$ cat src/rtl/iob_rst_cke_seq_pkg.sv
// Shared definitions for the reset / clock-enable sequencer.
// Holds the state encoding (ARST..RUN), the state width and the default
// parameter values so the top level and the bench agree on them.
package iob_rst_cke_seq_pkg;

  localparam int unsigned StateW = 3;

  typedef enum logic [StateW-1:0] {
    StArst = 3'd0,
    StLock = 3'd1,
    StHold = 3'd2,
    StCke  = 3'd3,
    StRun  = 3'd4
  } state_e;

  localparam int unsigned DefSyncStages = 2;
  localparam int unsigned DefHoldCycles = 16;
  localparam int unsigned DefCkeDelay   = 4;
  localparam int unsigned DefWdogCycles = 1024;

  function automatic int unsigned max_u(input int unsigned a, input int unsigned b);
    return (a > b) ? a : b;
  endfunction

endpackage

$ cat src/rtl/iob_sync.sv
// Multi-flop synchronizer with asynchronous active-low clear.
// Ports:
//   clk_i  - destination clock
//   rst_ni - asynchronous clear, active-low (all stages forced to 0)
//   d_i    - asynchronous input
//   q_o    - synchronized output (last stage)
module iob_sync #(
  parameter int unsigned SYNC_STAGES = 2
) (
  input  logic clk_i,
  input  logic rst_ni,
  input  logic d_i,
  output logic q_o
);

  logic [SYNC_STAGES-1:0] sync_q;

  always_ff @(posedge clk_i or negedge rst_ni) begin
    if (!rst_ni) begin
      sync_q <= '0;
    end else begin
      sync_q <= {sync_q[SYNC_STAGES-2:0], d_i};
    end
  end

  assign q_o = sync_q[SYNC_STAGES-1];

endmodule

$ cat src/rtl/iob_rst_cke_seq.sv
// Reset and clock-enable sequencer for the FPGA top level. Drives the arst/cke
// pair of the SoC memory wrapper: synchronizes board reset release, waits for
// PLL lock, holds the SoC in reset for HOLD_CYCLES, releases cke CKE_DELAY
// cycles later, and re-sequences on lock loss or a software reset request.
// Optional watchdog enabled by defining IOB_RST_CKE_SEQ_WDOG_EN.
// Ports:
//   clk_i        - system clock
//   resetn_i     - board reset, asynchronous, active-low
//   pll_locked_i - PLL lock, asynchronous to clk_i
//   sw_rst_i     - single-cycle software reset request (ignored in ARST/LOCK)
//   wdog_kick_i  - watchdog kick pulse
//   wdog_clr_i   - clears the sticky watchdog flag
//   arst_o       - active-high reset to the SoC
//   cke_o        - clock enable to the SoC
//   rst_done_o   - high only in RUN
//   state_o      - current state code
//   wdog_rst_o   - sticky: last reset was caused by the watchdog
module iob_rst_cke_seq
  import iob_rst_cke_seq_pkg::*;
#(
  parameter int unsigned SYNC_STAGES = DefSyncStages,
  parameter int unsigned HOLD_CYCLES = DefHoldCycles,
  parameter int unsigned CKE_DELAY   = DefCkeDelay,
  parameter int unsigned WDOG_CYCLES = DefWdogCycles
) (
  input  logic              clk_i,
  input  logic              resetn_i,
  input  logic              pll_locked_i,
  input  logic              sw_rst_i,
  input  logic              wdog_kick_i,
  input  logic              wdog_clr_i,
  output logic              arst_o,
  output logic              cke_o,
  output logic              rst_done_o,
  output logic [StateW-1:0] state_o,
  output logic              wdog_rst_o
);

  localparam int unsigned CntW = $clog2(max_u(HOLD_CYCLES, CKE_DELAY) + 1);

  logic rst_sync;
  logic lock_sync;
  logic wdog_set;

  state_e          state_q, state_d;
  logic [CntW-1:0] cnt_q, cnt_d;
  logic            arst_q, cke_q, done_q;

  // Reset path: async assert, release only after SYNC_STAGES edges.
  iob_sync #(
    .SYNC_STAGES(SYNC_STAGES)
  ) u_rst_sync (
    .clk_i (clk_i),
    .rst_ni(resetn_i),
    .d_i   (1'b1),
    .q_o   (rst_sync)
  );

  iob_sync #(
    .SYNC_STAGES(SYNC_STAGES)
  ) u_lock_sync (
    .clk_i (clk_i),
    .rst_ni(resetn_i),
    .d_i   (pll_locked_i),
    .q_o   (lock_sync)
  );

  always_comb begin
    state_d = state_q;
    cnt_d   = cnt_q;
    case (state_q)
      StArst: begin
        if (rst_sync) begin
          state_d = StLock;
          cnt_d   = '0;
        end
      end
      StLock: begin
        if (lock_sync) begin
          state_d = StHold;
          cnt_d   = '0;
        end
      end
      StHold, StCke, StRun: begin
        if (!lock_sync) begin
          state_d = StLock;
          cnt_d   = '0;
        end else if (sw_rst_i || wdog_set) begin
          // Re-entering HOLD from HOLD restarts the count.
          state_d = StHold;
          cnt_d   = '0;
        end else if (state_q == StHold) begin
          if (cnt_q == CntW'(HOLD_CYCLES - 1)) begin
            state_d = StCke;
            cnt_d   = '0;
          end else begin
            cnt_d = cnt_q + 1'b1;
          end
        end else if (state_q == StCke) begin
          if (cnt_q == CntW'(CKE_DELAY - 1)) begin
            state_d = StRun;
            cnt_d   = '0;
          end else begin
            cnt_d = cnt_q + 1'b1;
          end
        end
      end
      default: begin
        state_d = StArst;
        cnt_d   = '0;
      end
    endcase
  end

  // Outputs decode the next state so they move on the same edge as the state.
  always_ff @(posedge clk_i or negedge resetn_i) begin
    if (!resetn_i) begin
      state_q <= StArst;
      cnt_q   <= '0;
      arst_q  <= 1'b1;
      cke_q   <= 1'b0;
      done_q  <= 1'b0;
    end else begin
      state_q <= state_d;
      cnt_q   <= cnt_d;
      arst_q  <= !(state_d inside {StCke, StRun});
      cke_q   <= (state_d == StRun);
      done_q  <= (state_d == StRun);
    end
  end

`ifdef IOB_RST_CKE_SEQ_WDOG_EN
  localparam int unsigned WdogW = $clog2(WDOG_CYCLES);

  logic [WdogW-1:0] wdog_cnt_q, wdog_cnt_d;
  logic             wdog_flag_q, wdog_flag_d;
  logic             wdog_expire;

  assign wdog_expire = (state_q == StRun) && !wdog_kick_i &&
                       (wdog_cnt_q == WdogW'(WDOG_CYCLES - 1));
  // Lock loss and software reset outrank the watchdog as the cause.
  assign wdog_set    = wdog_expire && lock_sync && !sw_rst_i;

  always_comb begin
    wdog_cnt_d = wdog_cnt_q + 1'b1;
    if ((state_q != StRun) || wdog_kick_i || wdog_expire) begin
      wdog_cnt_d = '0;
    end
    wdog_flag_d = wdog_flag_q;
    if (wdog_set) begin
      wdog_flag_d = 1'b1;
    end else if (wdog_clr_i) begin
      wdog_flag_d = 1'b0;
    end
  end

  always_ff @(posedge clk_i or negedge resetn_i) begin
    if (!resetn_i) begin
      wdog_cnt_q  <= '0;
      wdog_flag_q <= 1'b0;
    end else begin
      wdog_cnt_q  <= wdog_cnt_d;
      wdog_flag_q <= wdog_flag_d;
    end
  end

  assign wdog_rst_o = wdog_flag_q;
`else
  logic unused_wdog;
  assign unused_wdog = ^{wdog_kick_i, wdog_clr_i, (WDOG_CYCLES == 0)};
  assign wdog_set    = 1'b0;
  assign wdog_rst_o  = 1'b0;
`endif

  assign arst_o     = arst_q;
  assign cke_o      = cke_q;
  assign rst_done_o = done_q;
  assign state_o    = state_q;

endmodule

$ cat config.mk
export PLATFORM = sky130hd
export DESIGN_NAME = iob_rst_cke_seq
export DESIGN_NICKNAME = d
export VERILOG_FILES = /design/src/rtl/iob_rst_cke_seq_pkg.sv /design/src/rtl/iob_sync.sv /design/src/rtl/iob_rst_cke_seq.sv
export SDC_FILE = /design/constraint.sdc
export NUM_CORES = 1
export LEC_CHECK = 0
export ABC_AREA = 1
export CELL_PAD_IN_SITES_DETAIL_PLACEMENT = 1
export CELL_PAD_IN_SITES_GLOBAL_PLACEMENT = 1
export CORE_ASPECT_RATIO = 1.2
export CORE_MARGIN = 2
export CORE_UTILIZATION = 37
export CTS_CLUSTER_DIAMETER = 50
export DETAILED_ROUTE_END_ITERATION = 8
export GPL_ROUTABILITY_DRIVEN = 0
export GPL_TIMING_DRIVEN = 1
export PLACE_DENSITY = 0.76
export SETUP_SLACK_MARGIN = 0.2
export SYNTH_ARGS = -nofsm -noshare
export SYNTH_HDL_FRONTEND = slang
export SYNTH_SLANG_ARGS = --single-unit
$ cat constraint.sdc
create_clock -name clk_i -period 2.3 [get_ports clk_i]
set_clock_uncertainty 0.15 [all_clocks]
set_input_delay 0.46 -clock clk_i [delete_from_list [all_inputs] [get_ports clk_i]]
set_output_delay 0.46 -clock clk_i [all_outputs]
set_load 0.05 [all_outputs]
==> summary.md, run 1 <==
| Metric | Value |
|---|---|
| CP Capture Type | `output port` |
| Lkg Pwr | `0.415 nW` |
| Initial antenna violation count | `0` |
| Antenna diodes | `0` |
| Largest area contributor in the netlist | `dfrtp_1` |
| DR iter-0 viols | `1` |
| Hold/Removal Path Class | `register to register` |
| Register area | `352 µm²` |
| Placed Area | `858 µm²` |
| Comb pwr share | `40.0%` |
| Register area share after synthesis | `46.3%` |
| Die area | `0.00243 mm²` |
| Multi-input gate area | `348 µm²` |
| Least-Margin Pin Slew | `0.643 ns` |
| # clock sinks | `14` |
| CP Cell Sequence | `clkdlybuf4s50_1` |
| Vias in the first global route | `643` |
| Nets | `113` |
| Die H | `53.6 µm` |
| Startpoint types | `register` |
| Post-DP HPWL | `1210 µm` |
| Clock period minus worst slack | `2.05 ns` |
| RSZ-0062 raised after global routing | `no` |
| CP Buf/Inv Count | `1` |
| Setup Total Neg Slack | `0 ns` |
| CP startpoint | `rst_done_o` |
| Synth area leaders | `dfrtp_1 43%, nand2_1 8.9%, inv_1 5.4%` |
| Clk pwr share | `21.8%` |
| Syn nets | `101` |
| ANT nets after route | `0` |
| DP Worst Slack | `0.366 ns` |
| Synth Cell Area | `759 µm²` |
| Yosys top cell area share | `42.8%` |
| Min-delay src | `u_rst_sync.sync_q[0]` |
| Setup violators final | `0` |
| Worst R2R Start | `cnt_q[0]` |
| Crit path largest cell delay | `0.80 ns` |
| Clock Path Buffers | `2` |
| Outcome | `finished clean` |
| Sequential power share | `38.2%` |
| CTS tree | `built` |
| Row cnt | `17` |
| Critical path class | `register to output port` |
| Layout cells sized above 1 | `19.4%` |
| Grt peak-use layer | `met2` |
| Setup WS post-layout | `0.250 ns` |
| CP max stage cell | `clkdlybuf4s50_1` |
| Worst rel slew slack | `57.0%` |
| Critical Path RT | `1.69 ns` |
| Global Route met3 Usage | `2.35%` |
| M1 GR Usage | `18.5%` |
| Crit path max fanout | `2` |
| TritonCTS Buffers | `3` |
| CP top delay family | `buffers and inverters` |
| CP Data Arrival Time | `1.44 ns` |
| H-tree levels | `1` |
| Largest net degree at the start of global routing | `15` |
| Int Power | `0.000483 W` |
| Post-route cell area | `895 µm²` |
| Core area | `0.00189 mm²` |
| Worst-path clk slew | `0.09 ns` |
| CTS root buf | `clkbuf_4` |
| WL final | `1560 µm` |
| Post-route DRC | `0` |
| Fin. Hold Viols | `0` |
| PortBufs | `9` |
| DRT Pass-1 Iters | `4` |
| PD cells | `967 mW/mm²` |
| Mean post-synth cell area | `8.26 µm²` |
| # Max-Cap Violations | `0` |
| Mapped Cells | `92` |
| Starting Density | `40.1%` |
| Die Span X | `45.4 µm` |
| R2R setup slack | `0.48 ns` |
| Met2 usage | `27.6%` |
| Sw power | `0.000383 W` |
| Fill cells | `232` |
| Ys Warns | `0` |
| I/O pins | `13` |
| First-pass GRT wire length | `2790 µm` |
| Switch share | `44.2%` |
| Hold buffer count at CTS | `0` |
| Wire per inst | `12.8 µm` |
| GR Overflow Total | `0` |
| Crit share post-route | `89.1%` |
| Fin. max-slew vios | `0` |
| Final Util | `47.3%` |
| Vias per cell | `5.10` |
| Via count | `622` |
| Area grow syn2layout | `17.8%` |
| Total Power | `0.000865 W` |
| Total GRT Usage | `16.5%` |
| #FFs+latches synth | `14` |
| Clk_lat worst skew | `0.30 ns` |
| Yosys cell types | `22` |
| Fmax | `0.488 GHz` |
| Setup bufs post-CTS | `0` |
| Worst IR Drop VDD | `636 µV` |
==> layout make-up <==
cell class                      instances  share of cell area, %
Sequential cell                        14                   39.3
Clock buffer                            4                   4.06
Inverter                               13                   5.59
Multi-Input combinational cell         63                   38.9
Tap cell                               19                   2.66
Timing Repair Buffer                    9                   9.51
==> metal layers <==
metal	up-vias	part of all wire, %	wire length, µm
met3	5	1.6	25
met1	298	43	664
met2	5	53	823
li1	314	-	-
met5	-	0	0
met4	0	3.1	48
==> final timing paths <==
| check | end | depth (start not counted) |
|---|---|---|
| worst max-delay path | rst_done_o | 1 |
| worst min-delay path | u_rst_sync.sync_q[1] | 0 |
| worst max register to register | cnt_q[0] | 9 |
| worst min register to register | u_rst_sync.sync_q[1] | 0 |
| max in group asynchronous | cnt_q[2] | 1 |
| min in group asynchronous | state_o[1] | 1 |
==> state kept, by name (all words and copies together) (netlist names) <==
signal and count:
u_rst_sync.sync_q 2, cnt_q 5, state_o 3, rst_done_o 1, arst_o 1, u_lock_sync.sync_q 2
==> per-stage QoR <==
stage               cells  hold slack, ns
floorplan              92          0.0144
global placement      118           0.188
detailed placement    118           0.186
CTS                   122           0.214
global route          122           0.213
finish                122           0.210
==> cells in the final DEF (no fill, tap or decap) <==
| cell | synthesis | layout |
|---|---|---|
| dfstp_2 | 1 | 1 |
| clkinv_2 | 1 | 1 |
| clkdlybuf4s50_1 | 0 | 5 |
| nor2_4 | 1 | 1 |
| clkbuf_4 | 0 | 3 |
| dlygate4sd2_1 | 0 | 4 |
| nor2_2 | 3 | 3 |
| nor3_1 | 2 | 1 |
| inv_2 | 1 | 1 |
| nand4_1 | 3 | 3 |
| inv_1 | 11 | 11 |
| nor2_1 | 7 | 7 |
| conb_1 | 2 | 2 |
| nand2_2 | 4 | 4 |
| nand3_1 | 7 | 7 |
| dfrtp_1 | 13 | 13 |
| nor3_2 | 0 | 1 |
| a21oi_1 | 3 | 3 |
| o21ai_0 | 5 | 5 |
| ha_1 | 3 | 3 |
| clkbuf_8 | 0 | 1 |
| o21ai_2 | 1 | 1 |
| a21oi_2 | 1 | 1 |
| nand3_2 | 2 | 2 |
| o31ai_1 | 1 | 1 |
| nand2_1 | 18 | 18 |
==> Yosys cell counts <==
cell type	count
nor2_2	3
a21oi_2	1
o21ai_2	1
conb_1	2
nand3_2	2
nor2_4	1
o21ai_0	5
nand2_2	4
inv_2	1
inv_1	11
buf_4	2
nor3_1	2
dfrtp_1	13
nand4_1	3
clkinv_2	1
nand2_1	18
dfstp_2	1
nor2_1	7
o31ai_1	1
nand3_1	7
a21oi_1	3
ha_1	3
==> worst reg2reg max path, cell delays in order, from the launching register on <==
cell     delay [ns]
dfrtp_1        0.42
ha_1           0.24
inv_1          0.10
nor3_2         0.05
ha_1           0.19
o31ai_1        0.26
nand2_1        0.10
nand2_2        0.09
nand2_1        0.05
nor2_1         0.10
==> logic make-up after synthesis <==
group / share of synthesized area, %
other: 0.989
AOI/OAI and AO/OA: 8.57
DFF: 46.3
and+or+nand+nor: 30.6
buffers and inverters: 8.57
adders and majority gates: 4.94
==> repair_timing <==
item,in CTS,in global routing
setup endpoints to repair,4,1
hold endpoints to repair,0,0
gates resized for setup,4,1
==> power groups by stage <==
| stage | clock (W) | sequential, W | combinational, W |
|---|---|---|---|
| floorplan | 0 | 0.000405 | 0.000197 |
| global placement | 0 | 0.000336 | 0.000359 |
| detailed placement | 0 | 0.000337 | 0.000367 |
| CTS | 0.000194 | 0.000331 | 0.000352 |
| global route | 0.000196 | 0.000335 | 0.000390 |
| finish | 0.000189 | 0.000331 | 0.000346 |
No activity file was read; power rests on OpenSTA's default activity.
==> run 2: changes to the inputs <==
Settings changed: CORE_UTILIZATION 37 to 35, PLACE_DENSITY 0.76 to 0.72.
==> run 2 against run 1 <==
Against the previous run: non-clock buffer count did not move; wire length fell by 2.2%; hold slack gained 0.0030 ns; count of clock-buffer cells in the layout is the same; design area increased by 0.42%; sequential power barely moved; core utilization decreased by 3.4 points; combinational power hardly changed; worst setup slack gained 0.0086 ns; highest routed layer unchanged.
==> summary.md, run 2 (synthesized netlist as in run 1, its figures left out) <==
| Metric | Value |
|---|---|
| Clock period minus worst slack | `2.04 ns` |
| Most common cell after layout, fill and taps aside | `nand2_1` |
| Vias per cell | `4.56` |
| CP top delay family | `buffers and inverters` |
| Die area | `0.00256 mm²` |
| Clk_lat worst skew | `0.29 ns` |
| Die H | `55.0 µm` |
| WL final | `1530 µm` |
| First-pass GRT wire length | `2440 µm` |
| Area grow syn2layout | `18.3%` |
| Crit share post-route | `88.8%` |
| Setup Total Neg Slack | `0 ns` |
| Core area | `0.00205 mm²` |
| Final Util | `43.8%` |
| PortBufs | `9` |
| Fmax | `0.490 GHz` |
| Initial antenna violation count | `0` |
| Setup violators final | `0` |
| Via count | `607` |
| Row cnt | `18` |
| GR Overflow Total | `0` |
| Max reg flops | `5` |
| CP max stage cell | `clkdlybuf4s50_1` |
| # Max-Cap Violations | `0` |
| DRT Pass-1 Iters | `2` |
| Nets | `113` |
| Layout cells sized above 1 | `18.4%` |
| Largest net degree at the start of global routing | `15` |
| Leading cell types in the layout, fill and taps excluded | `18 x nand2_1, 13 x dfrtp_1, 11 x inv_1, 7 x nor2_1, 7 x nand3_1` |
| Clock Path Buffers | `2` |
| RSZ-0062 raised after global routing | `no` |
| Startpoint types | `register` |
| Worst rel slew slack | `58.1%` |
| Lkg Pwr | `0.409 nW` |
| # clock sinks | `14` |
| Post-route DRC | `0` |
| Antenna diodes | `0` |
| Fill cells | `251` |
| Fin. max-slew vios | `0` |
| Worst IR Drop VDD | `542 µV` |
| Starting Density | `37.1%` |
| ANT nets after route | `0` |
| Post-DP HPWL | `1170 µm` |
| TritonCTS Buffers | `3` |
| CP Cell Sequence | `clkdlybuf4s50_1` |
| Total GRT Usage | `14.0%` |
| DR iter-0 viols | `4` |
| CP Buf/Inv Count | `1` |
| PD cells | `923 mW/mm²` |
| CTS tree | `built` |
| Worst-path clk slew | `0.09 ns` |
| Least-Margin Pin Slew | `0.627 ns` |
| Crit path max fanout | `2` |
| Critical Path RT | `1.69 ns` |
| CP Capture Type | `output port` |
| Largest Register | `cnt_q` |
| Critical path class | `register to output port` |
| Fin. Hold Viols | `0` |
| Vias in the first global route | `563` |
| H-tree levels | `1` |
| Wire per inst | `11.5 µm` |
| Outcome | `finished clean` |
| I/O pins | `13` |
| Die Span X | `46.5 µm` |
| Worst Hold Slack | `0.213 ns` |
| CTS root buf | `clkbuf_4` |
| Total Power | `0.000829 W` |
| CP Data Arrival Time | `1.43 ns` |
| Hold/Removal Path Class | `register to register` |
| Crit path largest cell delay | `0.80 ns` |
## run 2: worst register-to-register path: cells and delay by family, from the launching register on
kind,cells,cell delay (ns)
flip-flops,1,0.40
AO/OA/AOI/OAI,2,0.21
adder cells (fa/ha/maj),2,0.42
AND/OR/NAND/NOR,5,0.43
buffers and inverters,2,0.12
## run 2: power breakdown
group / internal, W / switching (W) / leakage [nW] / total, W
logic: 0.000103 / 0.000244 / 0.215 / 0.000347
registers: 0.000283 / 0.0000479 / 0.179 / 0.000331
clock network: 0.0000674 / 0.0000832 / 0.0150 / 0.000151
## run 2: path summary, 6_finish.rpt
kind | startpoint | end | slack, ns | cells past startpoint
worst max-delay path | rst_done_o | rst_done_o | 0.26 | 1
worst min-delay path | u_rst_sync.sync_q[0] | u_rst_sync.sync_q[1] | 0.21 | 0
worst max register to register | cnt_q[0] | arst_o | 0.50 | 11
worst min register to register | u_rst_sync.sync_q[0] | u_rst_sync.sync_q[1] | 0.21 | 0
max in group asynchronous | resetn_i | u_lock_sync.sync_q[0] | 1.19 | 1
min in group asynchronous | resetn_i | cnt_q[4] | 0.40 | 1
## run 2: area by class of cell
type	count	area, µm²	share of cell area [%]
well taps	30	37.5	4.18
repair buffers	9	85.1	9.47
multi-input cells	63	348	38.7
inverters	13	50.0	5.57
flip-flops and latches	14	352	39.1
clock buffers	4	26.3	2.92
## run 2: layer usage
| layer | share of wire, % | global-route usage, % | up-vias |
|---|---|---|---|
| met5 | 0 | 0 | - |
| met4 | 2.5 | 7.14 | 0 |
| met3 | 3.1 | 2.92 | 5 |
| met2 | 45 | 21.1 | 9 |
| met1 | 49 | 18.8 | 283 |
| li1 | - | - | 310 |
## run 2: repair_timing
action / 4_1_cts / 5_1_grt
hold buffers: 0 / 0
pin swaps: 0 / 0
buffers inserted: 0 / 0
endpoints found under the setup margin: 4 / 1
gates resized for setup: 4 / 1
## run 2: stage by stage
stage,setup WS (ns),cell area (µm²),std cells
6_report,0.259,898,133
5_1_grt,0.202,898,133
4_1_cts,0.242,893,133
3_5_place_dp,0.351,872,129
3_3_place_gp,0.374,872,129
2_1_floorplan,0.603,759,92
==> run 3: changes to the inputs <==
Settings changed: CORE_UTILIZATION 35 to 33, PLACE_DENSITY 0.72 to 0.71.
Clock period 2.3 ns to 1.6 ns, I/O delays scaled along.
==> run 3 against run 2 <==
Against the previous run: the flow now finishes with violations (setup timing); count of clock-buffer cells in the layout unchanged; critical path depth up 10; sequential share of layout area down 8.9 points; wire length up 31%; core utilization up 8.7 points; worst setup slack worse by 0.31 ns; hold slack worse by 0.025 ns; register-to-register slack worse by 0.56 ns; via count up 15%.
==> summary.md, run 3 (synthesized netlist as in run 1, its figures left out) <==
| Metric | Value |
|---|---|
| Outcome | `finished, violations left` |
| Failing checks | `setup timing` |
| PortBufs | `9` |
| Fin. Hold Viols | `0` |
| Comb pwr share | `50.4%` |
| Sw power | `0.000628 W` |
| Vias in the first global route | `762` |
| Crit share post-route | `104%` |
| # clock sinks | `14` |
| Max reg flops | `5` |
| Fill cells | `269` |
| Largest net degree at the start of global routing | `15` |
| Crit path largest cell delay | `0.40 ns` |
| Startpoint types | `register` |
| CP startpoint | `cnt_q[0]` |
| Global Route met3 Usage | `3.86%` |
| CP Cell Sequence | `ha_4 -> inv_4 -> nor3_4 -> ha_2 -> inv_2 -> o21ai_1 -> nand3_1 -> nand2_1 -> nand2_1 -> nand2_2 -> a21oi_2` |
| Total Power | `0.00152 W` |
| Clock period minus worst slack | `1.66 ns` |
| WL final | `2000 µm` |
| CP max stage cell | `dfrtp_1` |
| I/O pins | `13` |
| Switch share | `41.3%` |
| Grt peak-use layer | `met2` |
| Die area | `0.00270 mm²` |
| Crit path top cell by count | `nand2_1` |
| Hold/Removal Path Class | `primary input to asynchronous set/reset pin` |
| Area grow syn2layout | `54.7%` |
| Lkg Pwr | `0.537 nW` |
| DRT Pass-1 Iters | `4` |
| Worst-path clk slew | `0.09 ns` |
| Fmax | `0.604 GHz` |
| Wire per inst | `13.3 µm` |
| Worst R2R Start | `cnt_q[0]` |
| Largest Register | `cnt_q` |
| Setup WS post-layout | `-0.0562 ns` |
| CP endpoint | `arst_o` |
| CTS root buf | `clkbuf_4` |
| Row cnt | `19` |
| CTS tree | `built` |
| CP Data Arrival Time | `1.74 ns` |
| DR iter-0 viols | `7` |
| Die H | `56.6 µm` |
| Clk_lat worst skew | `0.29 ns` |
| Hold buffer count at CTS | `0` |
| RSZ-0062 raised after global routing | `yes` |
| Crit path max fanout | `3` |
| Reg2reg end | `arst_o` |
| Met2 usage | `30.1%` |
| Worst IR Drop VDD | `856 µV` |
| R2R setup slack | `-0.06 ns` |
| TritonCTS Buffers | `3` |
| Layout cells sized above 1 | `44.5%` |
| Clk pwr share | `17.4%` |
| Leading cell types in the layout, fill and taps excluded | `17 x nand2_1, 13 x buf_4, 10 x dfrtp_1, 8 x inv_1` |
| Core area | `0.00223 mm²` |
| Register area | `355 µm²` |
| Vias per cell | `4.66` |
| Nets | `129` |
| Setup violators final | `4` |
| Initial antenna violation count | `0` |
| PD cells | `1290 mW/mm²` |
| Worst-case reg-to-reg path depth | `11` |
| Post-route DRC | `0` |
| ANT nets after route | `0` |
| Final Util | `52.6%` |
| Clock Path Buffers | `2` |
| Starting Density | `34.0%` |
| Total GRT Usage | `18.2%` |
| Critical Path RT | `1.68 ns` |
| GR Overflow Total | `0` |
| Sequential power share | `32.2%` |
| Int Power | `0.000892 W` |
| M1 GR Usage | `20.9%` |
| First-pass GRT wire length | `3450 µm` |
| Via count | `699` |
| # Max-Cap Violations | `0` |
| Fin. max-slew vios | `0` |
| Most common cell after layout, fill and taps aside | `nand2_1` |
| H-tree levels | `1` |
| Critical path class | `register to register` |
| Post-DP HPWL | `1360 µm` |
| CP Capture Type | `register` |
| Multi-input gate area | `408 µm²` |
| Die Span X | `47.8 µm` |
| Antenna diodes | `0` |
run 3: worst max-delay path: cells and delay by family, from the launching register on:
family,cells,cell delay (ns)
and+or+nand+nor,5,0.42
DFF,1,0.40
adders and majority gates,2,0.39
AOI/OAI and AO/OA,2,0.17
buffers and inverters,2,0.07
run 3: power by group through the flow:
stage	registers, W	clock network (W)	logic (W)
2_1_floorplan	0.000587	0	0.000286
3_5_place_dp	0.000504	0	0.000629
5_1_grt	0.000498	0.000290	0.000834
6_report	0.000489	0.000264	0.000766
3_3_place_gp	0.000503	0	0.000611
4_1_cts	0.000473	0.000266	0.000757
run 3: worst min-delay path by stage:
stage	cells after the start	end	slack (ns)	start
3_5_place_dp	0	u_rst_sync.sync_q[1]	0.19	u_rst_sync.sync_q[0]
5_1_grt	2	u_lock_sync.sync_q[1]	0.20	resetn_i
4_1_cts	2	u_lock_sync.sync_q[1]	0.21	resetn_i
6_report	2	u_lock_sync.sync_q[1]	0.19	resetn_i
2_1_floorplan	0	cnt_q[0]	-0.13	resetn_i
3_3_place_gp	0	u_rst_sync.sync_q[1]	0.19	u_rst_sync.sync_q[0]
run 3: per-layer routing:
metal / vias to the layer above / wire length, µm
li1: 342 / -
met3: 5 / 53
met1: 343 / 799
met5: - / 0
met4: 0 / 51
met2: 9 / 1090
run 3: layout make-up:
| cell class | instances | share of cell area [%] |
|---|---|---|
| Sequential cell | 14 | 30.2 |
| Timing Repair Buffer | 25 | 24.0 |
| Multi-Input combinational cell | 63 | 34.7 |
| Clock buffer | 4 | 3.09 |
| Inverter | 13 | 4.69 |
| Tap cell | 31 | 3.30 |
run 3: per-stage QoR:
stage | TNS [ns] | instance area [µm²] | setup slack, ns | hold slack, ns | std cells
after floorplan | 0 | 773 | 0.0140 | -0.126 | 92
after global placement | -0.358 | 1010 | -0.107 | 0.190 | 138
after detailed placement | -0.480 | 1010 | -0.118 | 0.193 | 138
after CTS | -0.218 | 1130 | -0.0790 | 0.207 | 148
after global routing | -0.691 | 1170 | -0.154 | 0.204 | 150
final | -0.129 | 1170 | -0.0562 | 0.189 | 150
run 3: repair_timing:
action	4_1_cts	5_1_grt
endpoints found under the setup margin	13	16
setup buffers	6	2
pin swaps	3	4
gates resized for setup	10	7
